[src/rtl/coproc_custom0_issue.sv]
// ---------------------------------------------------------------------------
// coproc_custom0_issue
//
// Core-side issue/writeback bridge for the custom0 coprocessor.
//   - Accepts custom0 operations from the pipeline into a single request
//     register that drives the coprocessor request stream.
//   - Records the rd of every accepted operation in an in-order tag FIFO.
//   - Pairs each in-order coprocessor response with the rd at the FIFO head
//     and presents the pair on the register-file writeback port.
//
// Parameters
//   XLEN  : operand/result width
//   DEPTH : maximum outstanding operations (power of 2, >= 2)
//
// Ports
//   clk_i, rst_i                       clock, synchronous active-high reset
//   issue_req_i / issue_ack_o          pipeline issue handshake
//   issue_funct7_i, issue_funct3_i     instruction function fields
//   issue_rs1_i, issue_rs2_i           operands
//   issue_rd_i                         destination register
//   stream_req_bus_genfifo_*           request stream to the coprocessor,
//                                      wdata = {funct7, funct3, rs1, rs2}
//   stream_resp_bus_genfifo_*          response stream from the coprocessor
//   wb_req_o / wb_ack_i                writeback handshake
//   wb_rd_o, wb_wdata_o                writeback destination and data
//   busy_o                             anything outstanding or pending
//   err_o                              sticky protocol error (reset clears)
//
// Optional feature
//   COPROC_CUSTOM0_TIMEOUT_EN : when defined, a 16-bit watchdog runs while
//   operations are outstanding and sets err_o on reaching 16'hFFFF.
// ---------------------------------------------------------------------------
module coproc_custom0_issue #(
  parameter int XLEN  = 32,
  parameter int DEPTH = 4
) (
  input  logic                 clk_i,
  input  logic                 rst_i,
  input  logic                 issue_req_i,
  output logic                 issue_ack_o,
  input  logic [6:0]           issue_funct7_i,
  input  logic [2:0]           issue_funct3_i,
  input  logic [XLEN-1:0]      issue_rs1_i,
  input  logic [XLEN-1:0]      issue_rs2_i,
  input  logic [4:0]           issue_rd_i,
  output logic                 stream_req_bus_genfifo_req_o,
  output logic [10+2*XLEN-1:0] stream_req_bus_genfifo_wdata_bo,
  input  logic                 stream_req_bus_genfifo_ack_i,
  input  logic                 stream_resp_bus_genfifo_req_i,
  input  logic [XLEN-1:0]      stream_resp_bus_genfifo_rdata_bi,
  output logic                 stream_resp_bus_genfifo_ack_o,
  output logic                 wb_req_o,
  output logic [4:0]           wb_rd_o,
  output logic [XLEN-1:0]      wb_wdata_o,
  input  logic                 wb_ack_i,
  output logic                 busy_o,
  output logic                 err_o
);

  localparam int AW = $clog2(DEPTH);
  localparam int PW = AW + 1;
  localparam int RW = 10 + 2 * XLEN;

  logic          req_valid_q;
  logic [RW-1:0] req_data_q;

  logic [4:0]    tag_mem [DEPTH];
  logic [PW-1:0] wr_ptr_q;
  logic [PW-1:0] rd_ptr_q;
  logic          tag_empty;
  logic          tag_full;

  logic          wb_valid_q;
  logic [4:0]    wb_rd_q;
  logic [XLEN-1:0] wb_wdata_q;

  logic          err_q;
  logic          tmo_hit;

  logic          issue_fire;
  logic          req_fire;
  logic          resp_fire;
  logic          tag_pop;

  // Pointers carry one extra wrap bit so full and empty are distinguishable.
  assign tag_empty = (wr_ptr_q == rd_ptr_q);
  assign tag_full  = (wr_ptr_q[AW] != rd_ptr_q[AW]) &&
                     (wr_ptr_q[AW-1:0] == rd_ptr_q[AW-1:0]);

  // Issue side never looks at wb_ack_i, so no combinational path from the
  // register file reaches the pipeline handshake.
  assign issue_ack_o = issue_req_i && !req_valid_q && !tag_full;
  assign issue_fire  = issue_ack_o;
  assign req_fire    = req_valid_q && stream_req_bus_genfifo_ack_i;

  // A response is taken whenever the writeback slot is free or is being
  // drained this very cycle, giving one response per cycle under wb_ack_i.
  assign stream_resp_bus_genfifo_ack_o =
    stream_resp_bus_genfifo_req_i && (!wb_valid_q || wb_ack_i);
  assign resp_fire = stream_resp_bus_genfifo_ack_o;
  assign tag_pop   = resp_fire && !tag_empty;

  // ---- stage p0: request register -----------------------------------------
  always_ff @(posedge clk_i) begin
    if (rst_i) begin
      req_valid_q <= 1'b0;
      req_data_q  <= '0;
    end else if (issue_fire) begin
      req_valid_q <= 1'b1;
      req_data_q  <= {issue_funct7_i, issue_funct3_i, issue_rs1_i, issue_rs2_i};
    end else if (req_fire) begin
      req_valid_q <= 1'b0;
    end
  end

  // ---- tag FIFO -----------------------------------------------------------
  always_ff @(posedge clk_i) begin
    if (issue_fire) begin
      tag_mem[wr_ptr_q[AW-1:0]] <= issue_rd_i;
    end
  end

  always_ff @(posedge clk_i) begin
    if (rst_i) begin
      wr_ptr_q <= '0;
      rd_ptr_q <= '0;
    end else begin
      if (issue_fire) wr_ptr_q <= wr_ptr_q + PW'(1);
      if (tag_pop)    rd_ptr_q <= rd_ptr_q + PW'(1);
    end
  end

  // ---- stage p1: writeback register ---------------------------------------
  // Orphan responses leave rd/data untouched; only the valid may drain.
  always_ff @(posedge clk_i) begin
    if (rst_i) begin
      wb_valid_q <= 1'b0;
      wb_rd_q    <= '0;
      wb_wdata_q <= '0;
    end else if (tag_pop) begin
      wb_valid_q <= 1'b1;
      wb_rd_q    <= tag_mem[rd_ptr_q[AW-1:0]];
      wb_wdata_q <= stream_resp_bus_genfifo_rdata_bi;
    end else if (wb_ack_i) begin
      wb_valid_q <= 1'b0;
    end
  end

`ifdef COPROC_CUSTOM0_TIMEOUT_EN
  // Watchdog: counts cycles without a response while anything is in flight.
  logic [15:0] tmo_cnt_q;

  always_ff @(posedge clk_i) begin
    if (rst_i || tag_empty || resp_fire) begin
      tmo_cnt_q <= '0;
    end else if (tmo_cnt_q != 16'hFFFF) begin
      tmo_cnt_q <= tmo_cnt_q + 16'd1;
    end
  end

  assign tmo_hit = (tmo_cnt_q == 16'hFFFF);
`else
  assign tmo_hit = 1'b0;
`endif

  always_ff @(posedge clk_i) begin
    if (rst_i) begin
      err_q <= 1'b0;
    end else if ((resp_fire && tag_empty) || tmo_hit) begin
      err_q <= 1'b1;
    end
  end

  assign stream_req_bus_genfifo_req_o    = req_valid_q;
  assign stream_req_bus_genfifo_wdata_bo = req_data_q;
  assign wb_req_o   = wb_valid_q;
  assign wb_rd_o    = wb_rd_q;
  assign wb_wdata_o = wb_wdata_q;
  assign busy_o     = req_valid_q || !tag_empty || wb_valid_q;
  assign err_o      = err_q;

endmodule

[config.mk]
export PLATFORM = sky130hd
export DESIGN_NAME = coproc_custom0_issue
export DESIGN_NICKNAME = d
export VERILOG_FILES = /design/src/rtl/coproc_custom0_issue.sv
export SDC_FILE = /design/constraint.sdc
export NUM_CORES = 1
export LEC_CHECK = 0
export BUFFER_PORTS_ARGS = -buffer_cell sky130_fd_sc_hd__buf_2
export CAP_MARGIN = 20
export CORE_MARGIN = 5
export CORE_UTILIZATION = 40
export DETAILED_ROUTE_END_ITERATION = 10
export GPL_TIMING_DRIVEN = 1
export PLACE_DENSITY = 0.7
export REMOVE_ABC_BUFFERS = 1
export SYNTH_ARGS = -nofsm -noshare
export SYNTH_HDL_FRONTEND = slang
export SYNTH_SLANG_ARGS = --single-unit
[constraint.sdc]
create_clock -name clk_i -period 2.6 [get_ports clk_i]
set_input_delay 0.26 -clock clk_i [delete_from_list [all_inputs] [get_ports clk_i]]
set_output_delay 0.26 -clock clk_i [all_outputs]
set_load 0.03 [all_outputs]
==> flow_summary_export.csv <==
group,metric,value,unit
clock_tree,cts.sinks,140,
logic_synthesis,yosysUniqueCellTypes,22,
logic_synthesis,seq_area_frac_synth,0.598,
timing,min_period,2460,ps
flow_run,cap_violations,0,
placed_design,placed_area,6320,sq um
worst_setup_path,worstSetupPathType,"register to output port",
timing,rsz0062_at_grt,"false",
worst_setup_path,ff2ff_setup_slack,400,ps
detailed_routing,dr.pass1.iters,4,
logic_synthesis,synth_area,5020,sq um
power_and_ir_drop,power-per-cell-area,870,nW/um^2
timing,timing.final.ws_setup,144,ps
worst_setup_path,start_kind,"register",
worst_setup_path,ff2ff_path_depth,4,
detailed_routing,vias,4419,
min_path,hp-start,"issue_rd_i[0]",
worst_setup_path,slowest_stage,"xor2_1",
outcome,status,"completed",
grt,gr-total-overflow,0,
timing,slew_headroom,0.593,
detailed_routing,ant_nets,0,
timing,worstMarginPinSlew,608,ps
logic_synthesis,synthCells,565,
worst_setup_path,critical_path.top_delay_family,"buffers and inverters",
worst_setup_path,crit_path_cell_trace,"xor2_1, o311ai_4, inv_2, buf_2",
grt,first_global_vias,4125,
timing,tns,0,ps
timing,fin_skew,12.4,ps
clock_tree,cts_setup_buffers,0,
layout,antennaDiodeCount,0,
layout,fin_area,6900,sq um
layout,drive_gt1_frac,0.345,
min_path,hold_end,"tag_mem[3][0]$_DFFE_PP_",
timing,hold_violations,0,
layout,areaGrowthSynthToFinish,37.3,%
min_path,hold_depth,1,
floorplanning,core-area,12500,sq um
min_path,min_path_type,"primary input to register",
grt,grt_max_degree,80,
detailed_routing,vias_per_cell,4.55,
clock_tree,cts_buffer_depth,2,
worst_setup_path,r2r-end,"tag_mem[3][4]$_DFFE_PP_",
detailed_routing,drt-total-wl,13.3,mm
logic_synthesis,ys_ff_latch,140,
clock_tree,clk_pin_slew_worst_paths,60,ps
worst_setup_path,arrival,2200,ps
clock_tree,cts_max_level,4,
detailed_routing,drt_iter0_markers,188,
worst_setup_path,cp.required,2340,ps
grt,grt_pass1_wl,20.5,mm
floorplanning,io_pins,234,
worst_setup_path,slowest_delay,530,ps
floorplanning,dieWidth,122,um
floorplanning,die-area,14900,sq um
placed_design,dp_hpwl,9.39,mm
timing,setup_viol,0,
grt,grtUsageTotal,0.176,
floorplanning,rows,41,
logic_synthesis,synth_area_per_cell,8.89,sq um
clock_tree,cts_hold_buf,0,
clock_tree,clk_latency,410,ps
clock_tree,cts_resized,0,
placed_design,portBuffers,233,
logic_synthesis,yosys_warnings,0,
timing,slew_violations,0,
placed_design,routabilityCongestion,0.761,
clock_tree,clockRootBuffer,"clkbuf_16",
layout,post-route-util,0.553,
floorplanning,initial_core_util,0.403,
worst_setup_path,path_max_fanout,17,
worst_setup_path,r2r_start,"rd_ptr_q[1]$_SDFFE_PP0P_",
worst_setup_path,critPathBufInv,2,
layout,finalNetCount,909,
detailed_routing,drc,0,
timing,fin_crit_sh,0.945,
timing,fmax,407,MHz
clock_tree,cts_tree,"yes",
power_and_ir_drop,total_leakage_power,3.14,nW
placed_design,place_ws,429,ps
worst_setup_path,endpoint_kind,"output port",
detailed_routing,routedWlPerCell,13.6,um
clock_tree,cts_made_buffers,17,
floorplanning,die_y,122,um
power_and_ir_drop,irDropWorstVdd,0.404,mV
grt,antenna_found_initial,0,
final cells by class:
cell class                 count  area, sq um
fill                        1198         5570
sequential                   140         3000
multi-input combinational    380         1820
timing repair buffer         242         1260
clock buffer                  18          429
tap                          172          215
clock inverter                14          151
inverter                       6         22.5
synthesized netlist by cell type:
library cell | number | share of area
nand2_1 | 227 | 0.17
dfxtp_1 | 120 | 0.48
a21oi_1 | 118 | 0.12
edfxtp_1 | 20 | 0.12
buf_2 | 18 | 0.018
clkbuf_1 | 15 | 0.011
buf_4 | 6 | 0.0090
ha_1 | 5 | 0.012
inv_1 | 5 | 0.0037
mux4_2 | 5 | 0.022
nor2_1 | 5 | 0.0037
and2_1 | 4 | 0.0050
xnor2_1 | 3 | 0.0052
xor2_1 | 3 | 0.0052
nand2b_1 | 2 | 0.0025
o21ai_0 | 2 | 0.0020
or3_1 | 2 | 0.0025
inv_2 | 1 | 0.00075
nor3_1 | 1 | 0.0010
o311a_1 | 1 | 0.0020
o311ai_2 | 1 | 0.0032
o311ai_4 | 1 | 0.0052
worst max-delay path by stage:
| stage | startpoint | endpoint | slack (ps) | depth (start not counted) |
|---|---|---|---|---|
| 6_report | rd_ptr_q[1]$_SDFFE_PP0P_ | issue_ack_o | 140 | 4 |
| 4_1_cts | rd_ptr_q[1]$_SDFFE_PP0P_ | issue_ack_o | 110 | 4 |
| 3_5_place_dp | rd_ptr_q[1]$_SDFFE_PP0P_ | wr_ptr_q[1]$_SDFFE_PP0P_ | 430 | 6 |
| 3_3_place_gp | rd_ptr_q[1]$_SDFFE_PP0P_ | tag_mem[3][3]$_DFFE_PP_ | 490 | 4 |
| 5_1_grt | rd_ptr_q[1]$_SDFFE_PP0P_ | issue_ack_o | 4 | 4 |
| 2_1_floorplan | rd_ptr_q[0]$_SDFFE_PP0P_ | tag_mem[0][0]$_DFFE_PP_ | -1390 | 4 |
stage by stage:
step / hold WS (ps) / cells / power (mW)
after floorplan: 329 / 526 / 3.25
after global placement: 439 / 940 / 3.69
after detailed placement: 443 / 940 / 3.70
after CTS: 58.2 / 972 / 6.08
after global routing: 63.3 / 972 / 6.31
final: 72.5 / 972 / 6.00
state kept, by name (all words and copies together), names as in the netlist:
signal	count
stream_req_bus_genfifo_wdata_bo	74
wb_req_o	1
wb_wdata_o	32
wr_ptr_q	3
err_o	1
stream_req_bus_genfifo_req_o	1
tag_mem	20
wb_rd_o	5
rd_ptr_q	3
per-layer routing:
layer / part of all wire / GRT usage / vias up
met1: 0.42 / 0.215 / 1942
li1: - / - / 2284
met5: 0 / 0 / -
met3: 0.11 / 0.0785 / 19
met2: 0.45 / 0.271 / 174
met4: 0.021 / 0.0714 / 0
cell families (layout without fill, tap and decap cells):
group	Yosys count	after routing	synth area share
buffers and inverters	45	280	0.0426
adders and majority gates	5	5	0.0125
xor gates and xnor gates	6	6	0.0105
AOI/OAI and AO/OA	123	123	0.130
DFF	140	140	0.598
muxes	5	5	0.0224
and+or+nand+nor	241	241	0.184
where the power goes:
group	switching [mW]	internal [mW]
clock network	0.872	1.49
registers	0.0858	2.38
logic	0.799	0.374
total	1.76	4.24
layout by cell type, fill, tap and decap left out, drive strengths merged:
master and n:
clkinv 8, nor2 5, ha 5, o21ai 2, inv 7, xnor2 3
buf 242, nor3 1, o311a 1, dfxtp 120, nand2 227, mux4 5
clkbuf 18, o311ai 2, and2 4, edfxtp 20, xor2 3, a21oi 118
nand2b 2, or3 2, bufinv 3, clkinvlp 2
Note: power is estimated with default switching activity, not from simulation.
